### src/rtl/gpio_bank_m.sv
// gpio_bank_m: parametrised GPIO port with per-bit direction, atomic set/clear,
// synchronised and glitch-filtered inputs, and masked sticky edge interrupts.
module gpio_bank_m #(
    parameter int GPIO_SZ       = 7,
    parameter int SYNC_STAGES   = 2,
    parameter int FILTER_CYCLES = 0
) (
    input  logic               cpu_ck_phi1,
    input  logic               reset,
    input  logic               sel,
    input  logic               rnw,
    input  logic [2:0]         addr,
    input  logic [7:0]         wdata,
    output logic [7:0]         rdata,
    input  logic [GPIO_SZ-1:0] gpio_in,
    output logic [GPIO_SZ-1:0] gpio_out,
    output logic [GPIO_SZ-1:0] gpio_oe,
    output logic               irq
);
    localparam logic [2:0] ADDR_DIR     = 3'd0;
    localparam logic [2:0] ADDR_DATA    = 3'd1;
    localparam logic [2:0] ADDR_SET     = 3'd2;
    localparam logic [2:0] ADDR_CLR     = 3'd3;
    localparam logic [2:0] ADDR_RISE_EN = 3'd4;
    localparam logic [2:0] ADDR_FALL_EN = 3'd5;
    localparam logic [2:0] ADDR_MASK    = 3'd6;
    localparam logic [2:0] ADDR_STATUS  = 3'd7;

    logic [GPIO_SZ-1:0] dir_q, lat_q, rise_en_q, fall_en_q, mask_q, status_q, prev_q;
    logic [GPIO_SZ-1:0] sync_q [SYNC_STAGES];
    logic [GPIO_SZ-1:0] sync, filt, rise, fall, evt, wd, st_clr, rd_val;
    logic               wr;
    logic               unused_wdata;

    assign wr           = sel & ~rnw;
    assign wd           = wdata[GPIO_SZ-1:0];
    assign unused_wdata = ^wdata;

    always_ff @(posedge cpu_ck_phi1) begin
        if (reset) begin
            for (int s = 0; s < SYNC_STAGES; s++) sync_q[s] <= '0;
        end else begin
            sync_q[0] <= gpio_in;
            for (int s = 1; s < SYNC_STAGES; s++) sync_q[s] <= sync_q[s-1];
        end
    end
    assign sync = sync_q[SYNC_STAGES-1];

    generate
        if (FILTER_CYCLES == 0) begin : g_nofilt
            assign filt = sync;
        end else begin : g_filt
            localparam int CW = $clog2(FILTER_CYCLES + 1);
            localparam logic [CW-1:0] CNT_LAST = CW'(FILTER_CYCLES - 1);
            logic [CW-1:0]      cnt_q [GPIO_SZ];
            logic [GPIO_SZ-1:0] filt_q;

            // accept on the edge where the count of differing cycles would reach FILTER_CYCLES
            always_ff @(posedge cpu_ck_phi1) begin
                for (int i = 0; i < GPIO_SZ; i++) begin
                    if (reset) begin
                        cnt_q[i]  <= '0;
                        filt_q[i] <= 1'b0;
                    end else if (sync[i] == filt_q[i]) begin
                        cnt_q[i] <= '0;
                    end else if (cnt_q[i] == CNT_LAST) begin
                        cnt_q[i]  <= '0;
                        filt_q[i] <= sync[i];
                    end else begin
                        cnt_q[i] <= cnt_q[i] + CW'(1);
                    end
                end
            end
            assign filt = filt_q;
        end
    endgenerate

    assign rise   = filt & ~prev_q;
    assign fall   = ~filt & prev_q;
    assign evt    = dir_q & ((rise & rise_en_q) | (fall & fall_en_q));
    assign st_clr = (wr && addr == ADDR_STATUS) ? wd : '0;

    // events use the pre-write DIR/enables; a new event wins over a same-edge W1C
    always_ff @(posedge cpu_ck_phi1) begin
        if (reset) begin
            dir_q     <= '1;
            lat_q     <= '0;
            rise_en_q <= '0;
            fall_en_q <= '0;
            mask_q    <= '0;
            status_q  <= '0;
            prev_q    <= '0;
        end else begin
            prev_q   <= filt;
            status_q <= (status_q & ~st_clr) | evt;
            if (wr) begin
                case (addr)
                    ADDR_DIR:     dir_q     <= wd;
                    ADDR_DATA:    lat_q     <= wd;
                    ADDR_SET:     lat_q     <= lat_q | wd;
                    ADDR_CLR:     lat_q     <= lat_q & ~wd;
                    ADDR_RISE_EN: rise_en_q <= wd;
                    ADDR_FALL_EN: fall_en_q <= wd;
                    ADDR_MASK:    mask_q    <= wd;
                    default:      ;
                endcase
            end
        end
    end

    always_comb begin
        rd_val = '0;
        case (addr)
            ADDR_DIR:     rd_val = dir_q;
            ADDR_DATA:    rd_val = (dir_q & filt) | (~dir_q & lat_q);
            ADDR_RISE_EN: rd_val = rise_en_q;
            ADDR_FALL_EN: rd_val = fall_en_q;
            ADDR_MASK:    rd_val = mask_q;
            ADDR_STATUS:  rd_val = status_q;
            default:      rd_val = '0;
        endcase
        rdata = '0;
        if (sel && rnw) rdata[GPIO_SZ-1:0] = rd_val;
    end

    assign gpio_out = lat_q;
    assign gpio_oe  = ~dir_q;
    assign irq      = |(status_q & mask_q);
endmodule
### config.mk
export PLATFORM = sky130hd
export DESIGN_NAME = gpio_bank_m
export DESIGN_NICKNAME = d
export VERILOG_FILES = /design/src/rtl/gpio_bank_m.sv
export SDC_FILE = /design/constraint.sdc
export NUM_CORES = 1
export LEC_CHECK = 0
export ABC_AREA = 1
export BUFFER_PORTS_ARGS = -buffer_cell sky130_fd_sc_hd__buf_2
export CORE_AREA = 2 2 106 57
export DETAILED_ROUTE_END_ITERATION = 12
export DIE_AREA = 0 0 108 59
export PLACE_DENSITY = 0.79
export SETUP_SLACK_MARGIN = 0.2
export SYNTH_ARGS = -nofsm -noshare
export SYNTH_HDL_FRONTEND = slang
export SYNTH_SLANG_ARGS = --single-unit
### constraint.sdc
create_clock -name cpu_ck_phi1 -period 2.9 [get_ports cpu_ck_phi1]
set_input_delay 0.58 -clock cpu_ck_phi1 [delete_from_list [all_inputs] [get_ports cpu_ck_phi1]]
set_output_delay 0.58 -clock cpu_ck_phi1 [all_outputs]
set_load 0.02 [all_outputs]
==> results of run 1 <==
layout make-up:
cell class              instances  area [um2]
flip-flops and latches         63        1261
repair buffers                 53       292.8
fillers                       505        1921
clock inverters                 7       72.57
clock buffers                   9       123.9
multi-input cells             286        1373
well taps                      73       91.34
inverters                      56       214.0
cell usage after synthesis:
library cell | number | area, um2
nor2_4 | 3 | 33.78
o21ai_0 | 20 | 100.1
buf_1 | 5 | 18.77
nor2_2 | 4 | 25.02
o211ai_1 | 3 | 22.52
clkinv_2 | 1 | 5.000
o21ai_1 | 1 | 5.000
inv_2 | 3 | 11.26
nand2_2 | 1 | 6.260
nand3_1 | 30 | 150.1
o211ai_2 | 4 | 50.05
buf_6 | 10 | 112.6
nor2_1 | 36 | 135.1
nand4_1 | 28 | 175.2
buf_2 | 3 | 15.01
nand2_4 | 1 | 11.26
dfxtp_1 | 63 | 1261
buf_4 | 3 | 22.52
inv_4 | 1 | 6.260
nor3_1 | 14 | 70.07
a21oi_1 | 42 | 210.2
inv_1 | 50 | 187.7
nand2_1 | 97 | 364.1
conb_1 | 1 | 3.750
clkbuf_1 | 1 | 3.750
clkinv_1 | 1 | 3.750
nand3_2 | 1 | 10.01
per-stage QoR:
stage | hold WS [ns] | util, % | setup slack, ns
after global routing | 0.4113 | 64.09 | 0.3172
after detailed placement | 0.3921 | 60.42 | 0.4328
after floorplan | 0.3883 | - | 0.7548
final | 0.4010 | 64.09 | 0.3739
after CTS | 0.4020 | 64.09 | 0.4242
after global placement | 0.3893 | 60.42 | 0.4128
kinds of logic (layout without fill, tap and decap cells):
kind of cell / count (synthesis) / in the layout
compound gates: 70 / 70
buf+inv: 78 / 125
flops: 63 / 63
other cells: 1 / 1
simple gates: 215 / 215
path summary, 6_finish.rpt:
path	start	end	slack [ns]	cells past startpoint
setup / recovery	addr[0]	rdata[5]	0.37	8
hold reg to reg	sync_q[0][4]	sync_q[0][11]	0.40	2
setup reg to reg	dir_q[5]	status_q[5]	1.91	4
hold / removal	sync_q[0][4]	sync_q[0][11]	0.40	2
metal layers:
layer / part of all wire, % / routed length, um / up-vias
li1: - / - / 1477
met1: 46 / 3739 / 1348
met2: 40 / 3247 / 163
met3: 13 / 1053 / 14
met4: 1.6 / 133 / 0
met5: 0 / 0 / -
tightest hold or removal path: stages, from the launching register on:
cell	delay, ns
dfxtp_1	0.30
inv_1	0.04
nor2_1	0.03
flip-flops by register name, summed over array words and instances, names as in the netlist:
name       count
gpio_out       7
dir_q          7
fall_en_q      7
prev_q         7
rise_en_q      7
mask_q         7
sync_q        14
status_q       7
power by group:
group / switching [mW] / internal [mW] / total [mW]
Combinational: 0.125 / 0.0512 / 0.176
Clock: 0.367 / 0.397 / 0.765
Sequential: 0.0158 / 0.888 / 0.904
Total: 0.508 / 1.34 / 1.84
==> impl_metrics.env, run 1 <==
export IMPL_status="finished clean"
export IMPL_start_util_pct=56.47
export IMPL_dp_hpwl_um=5370
export IMPL_slew_viol_final=0
export IMPL_total_power_mw=1.845
export IMPL_drt_total_wl_um=8173
export IMPL_global_route_usage_met1_pct=40.06
export IMPL_synth_compound_area_share_pct=12.84
export IMPL_rows=19
export IMPL_io_pin_count=45
export IMPL_port_buffers=42
export IMPL_yosysWarnings=0
export IMPL_cpMaxStageDelayCell="nor2_4"
export IMPL_clkTransAtPathRegs_ns=0.07
export IMPL_tightestPinTransition_ns=0.8831
export IMPL_final_cell_mix="nand2_1 (97), dfxtp_1 (63), inv_1 (50)"
export IMPL_rsz0062_at_grt="no"
export IMPL_fin_crit_ns=2.526
export IMPL_area_growth_pct=13.50
export IMPL_cp_cell_sequence="buf_2 -> nor2_4 -> buf_4 -> nand3_1 -> nand2_1 -> inv_1 -> a21oi_1 -> buf_2"
export IMPL_critPathLaunchType="input pin"
export IMPL_dr_first_iter_drc_count=322
export IMPL_grt_pass1_vias=2516
export IMPL_slew_headroom_pct=40.76
export IMPL_hold_buffers=0
export IMPL_diodes=0
export IMPL_use_met3_pct=8.901
export IMPL_power_density_nw_per_um2=538.1
export IMPL_finClkSkew_ns=0.006720
export IMPL_fmax_mhz=395.9
export IMPL_muxShareOfSynthArea_pct=0
export IMPL_grt_use_met2_pct=38.01
export IMPL_post_cts_resize_count=0
export IMPL_tns_ns=0
export IMPL_grt_overflow=0
export IMPL_postSynthAreaPerCell_um2=7.074
export IMPL_wl_per_cell_um=14.94
export IMPL_htree_levels=3
export IMPL_num_vias=3002
export IMPL_yosys_area_share_xor_xnor_pct=0
export IMPL_coreArea_um2=5349
export IMPL_syn_area_um2=3020
export IMPL_stdcell_count=547
export IMPL_grt_pass1_wl_um=12950
export IMPL_critPathRequiredTime_ns=2.32
export IMPL_insertion_delay_ns=0.35
export IMPL_synthCells=427
export IMPL_drc=0
export IMPL_power_leakage_nw=1.623
export IMPL_die_area_um2=6372
export IMPL_die_h_um=59
export IMPL_finalSetupViolCount=0
export IMPL_yosysUniqueCellTypes=27
export IMPL_syn_num_nets=449
export IMPL_avgViaCountPerCell=5.488
export IMPL_ant_nets=0
export IMPL_first_pass_iters=5
export IMPL_busiest_layer="met1"
export IMPL_post_cts_setup_buffers=0
export IMPL_final_hold_viol_count=0
export IMPL_antenna_found_initial=0
export IMPL_dp_cells=531
export IMPL_synthSimpleGateAreaFrac_pct=32.48
export IMPL_yosys_register_bits=63
export IMPL_numCtsBuffers=9
export IMPL_synth_top_family_by_area="simple AND/OR/NAND/NOR gates"
export IMPL_final_common_cell="nand2_1"
export IMPL_grt_usage_pct=27.51
export IMPL_setup_worst_path_class="in -> out"
export IMPL_fin_area_um2=3428
export IMPL_vdd_drop_max_uv=320.3
export IMPL_final_nets=491
export IMPL_cp_arrival_ns=1.95
export IMPL_clockBufferDepth=2
export IMPL_cp_slowest_stage_delay_ns=0.34
export IMPL_critPathMaxFanout=18
export IMPL_gp_congestion=0.8561
export IMPL_cts_tree="yes"
export IMPL_die_x_um=108
export IMPL_synth_seq_area_share_pct=41.76
export IMPL_endpoint_kind="output port"
export IMPL_finalCritPeriodShare_pct=87.11
export IMPL_cpMostUsedCell="buf_2"
export IMPL_critPathTopFamily="buffers and inverters"
export IMPL_cp_num_buf_inv=4
export IMPL_drive_above_1_share_pct=18.57
export IMPL_dpl_instance_area_um2=3232
export IMPL_synthAdderAreaFrac_pct=0
export IMPL_grt_max_degree=36
export IMPL_hold_path_class="reg -> reg"
export IMPL_cap_violations=0
export IMPL_cts_sinks=63
export IMPL_clockRootBuffer="clkbuf_8"
Power figures use the tool's default switching activity.
==> run 2, diff against run 1 <==
--- a/config.mk
+++ b/config.mk
@@ -11,6 +11,8 @@
 export DETAILED_ROUTE_END_ITERATION = 12
 export DIE_AREA = 0 0 108 59
 export PLACE_DENSITY = 0.79
+export RECOVER_POWER = 100
+export REMOVE_ABC_BUFFERS = 1
 export SETUP_SLACK_MARGIN = 0.2
 export SYNTH_ARGS = -nofsm -noshare
 export SYNTH_HDL_FRONTEND = slang
==> impl_metrics.env, run 2 (same netlist as run 1, synthesis figures left out) <==
export IMPL_final_common_cell="nand2_1"
export IMPL_num_vias=2980
export IMPL_hold_buffers=0
export IMPL_first_pass_iters=5
export IMPL_tightestPinTransition_ns=1.651
export IMPL_grt_usage_pct=26.31
export IMPL_port_buffers=42
export IMPL_drive_above_1_share_pct=11.68
export IMPL_post_cts_resize_count=0
export IMPL_cp_arrival_ns=2.06
export IMPL_grt_overflow=0
export IMPL_dp_hpwl_um=5084
export IMPL_cts_tree="yes"
export IMPL_die_area_um2=6372
export IMPL_cap_violations=1
export IMPL_finClkSkew_ns=0.004014
export IMPL_status="finished, violations left"
export IMPL_dr_first_iter_drc_count=218
export IMPL_rows=19
export IMPL_reg2reg_from="dir_q[1]"
export IMPL_antenna_found_initial=0
export IMPL_grt_pass1_vias=2594
export IMPL_avgViaCountPerCell=5.478
export IMPL_hold_path_class="reg -> reg"
export IMPL_final_nets=489
export IMPL_htree_levels=3
export IMPL_ant_nets=0
export IMPL_fin_crit_ns=2.637
export IMPL_critPathMaxFanout=23
export IMPL_critPathRequiredTime_ns=2.32
export IMPL_slew_viol_final=36
export IMPL_grt_max_degree=36
export IMPL_tns_ns=0
export IMPL_finalSetupViolCount=0
export IMPL_endpoint="rdata[0]"
export IMPL_numCtsBuffers=9
export IMPL_final_hold_viol_count=0
export IMPL_die_x_um=108
export IMPL_critPathLaunchType="input pin"
export IMPL_power_density_nw_per_um2=562.7
export IMPL_reg2reg_slack_ns=1.90
export IMPL_rsz0062_at_grt="no"
export IMPL_clkTransAtPathRegs_ns=0.06
export IMPL_setup_worst_path_class="in -> out"
export IMPL_area_growth_pct=11.85
export IMPL_largest_reg_flops=14
export IMPL_drc=0
export IMPL_die_h_um=59
export IMPL_final_cell_mix="nand2_1 (98), dfxtp_1 (63), inv_1 (50)"
export IMPL_cts_sinks=63
export IMPL_io_pin_count=45
export IMPL_gp_congestion=0.8291
export IMPL_power_leakage_nw=1.523
export IMPL_holdWs_ns=0.4044
export IMPL_post_route_util_pct=63.16
export IMPL_drt_total_wl_um=7754
export IMPL_finalCritPeriodShare_pct=90.92
export IMPL_violations="capacitance limit, slew limit"
export IMPL_diodes=0
export IMPL_vdd_drop_max_uv=227.1
export IMPL_reg2reg_to="status_q[1]"
export IMPL_startpoint="addr[2]"
export IMPL_r2r_cells=4
export IMPL_fmax_mhz=379.3
export IMPL_grt_pass1_wl_um=12490
export IMPL_coreArea_um2=5349
export IMPL_endpoint_kind="output port"
export IMPL_clockBufferDepth=2
export IMPL_slew_headroom_pct=-10.03
export IMPL_post_cts_setup_buffers=0
export IMPL_largest_register="sync_q"
export IMPL_clockRootBuffer="clkbuf_8"
export IMPL_start_util_pct=56.47
export IMPL_insertion_delay_ns=0.34
export IMPL_wl_per_cell_um=14.25
## run 2: cell count changes in the layout (fill, tap and decap cells not counted), moves of 2 or more
cell / before / now
nor2_2: 4 / 2
buf_2: 42 / 19
clkbuf_1: 0 / 25
clkinvlp_4: 2 / 0
nor2_1: 36 / 38
buf_4: 11 / 8
## run 2: metrics by stage
stage	power [mW]	worst slack [ns]	std cells	area [um2]
2_1_floorplan	1.004	0.9039	405	2848
3_3_place_gp	1.087	0.4927	529	3217
3_5_place_dp	1.091	0.4837	529	3217
4_1_cts	1.908	0.4615	544	3428
5_1_grt	1.968	0.1915	544	3378
6_report	1.901	0.2635	544	3378
## run 2: worst min path at each step
| stage | slack [ns] | startpoint | cells past startpoint | end |
|---|---|---|---|---|
| 6_report | 0.40 | sync_q[0][1] | 2 | sync_q[0][8] |
| 5_1_grt | 0.42 | sync_q[0][2] | 2 | sync_q[0][9] |
| 4_1_cts | 0.41 | sync_q[0][1] | 2 | sync_q[0][8] |
| 3_5_place_dp | 0.40 | sync_q[0][6] | 2 | sync_q[0][13] |
| 3_3_place_gp | 0.39 | sync_q[0][4] | 2 | sync_q[0][11] |
| 2_1_floorplan | 0.39 | sync_q[0][3] | 2 | sync_q[0][10] |
## run 2: cell type report
| type | instances | area, um2 |
|---|---|---|
| Timing Repair Buffer | 51 | 245.2 |
| Multi-Input combinational cell | 286 | 1355 |
| Inverter | 56 | 214.0 |
| Tap cell | 73 | 91.34 |
| Sequential cell | 63 | 1261 |
| Clock inverter | 4 | 70.07 |
| Fill cell | 527 | 1971 |
| Clock buffer | 11 | 141.4 |
## run 2: where the power goes
group | leakage, nW | switching (mW) | internal (mW)
logic | 0.901 | 0.121 | 0.0466
registers | 0.513 | 0.0147 | 0.889
clock network | 0.109 | 0.330 | 0.500
total | 1.52 | 0.466 | 1.44
## run 2: layer usage
| metal | global-route usage, % | vias up | share of wire (%) |
|---|---|---|---|
| met5 | 0 | - | 0 |
| met4 | 10.26 | 0 | 2.2 |
| met3 | 8.132 | 15 | 10 |
| met2 | 39.35 | 135 | 43 |
| met1 | 36.01 | 1352 | 45 |
| li1 | - | 1478 | - |
## run 2: critical path: stages
cell and delay [ns]:
clkbuf_1 0.45, buf_4 0.37, nand4_1 0.12, nand2_1 0.09
nor2_1 0.05, a21oi_1 0.13, clkbuf_1 0.26
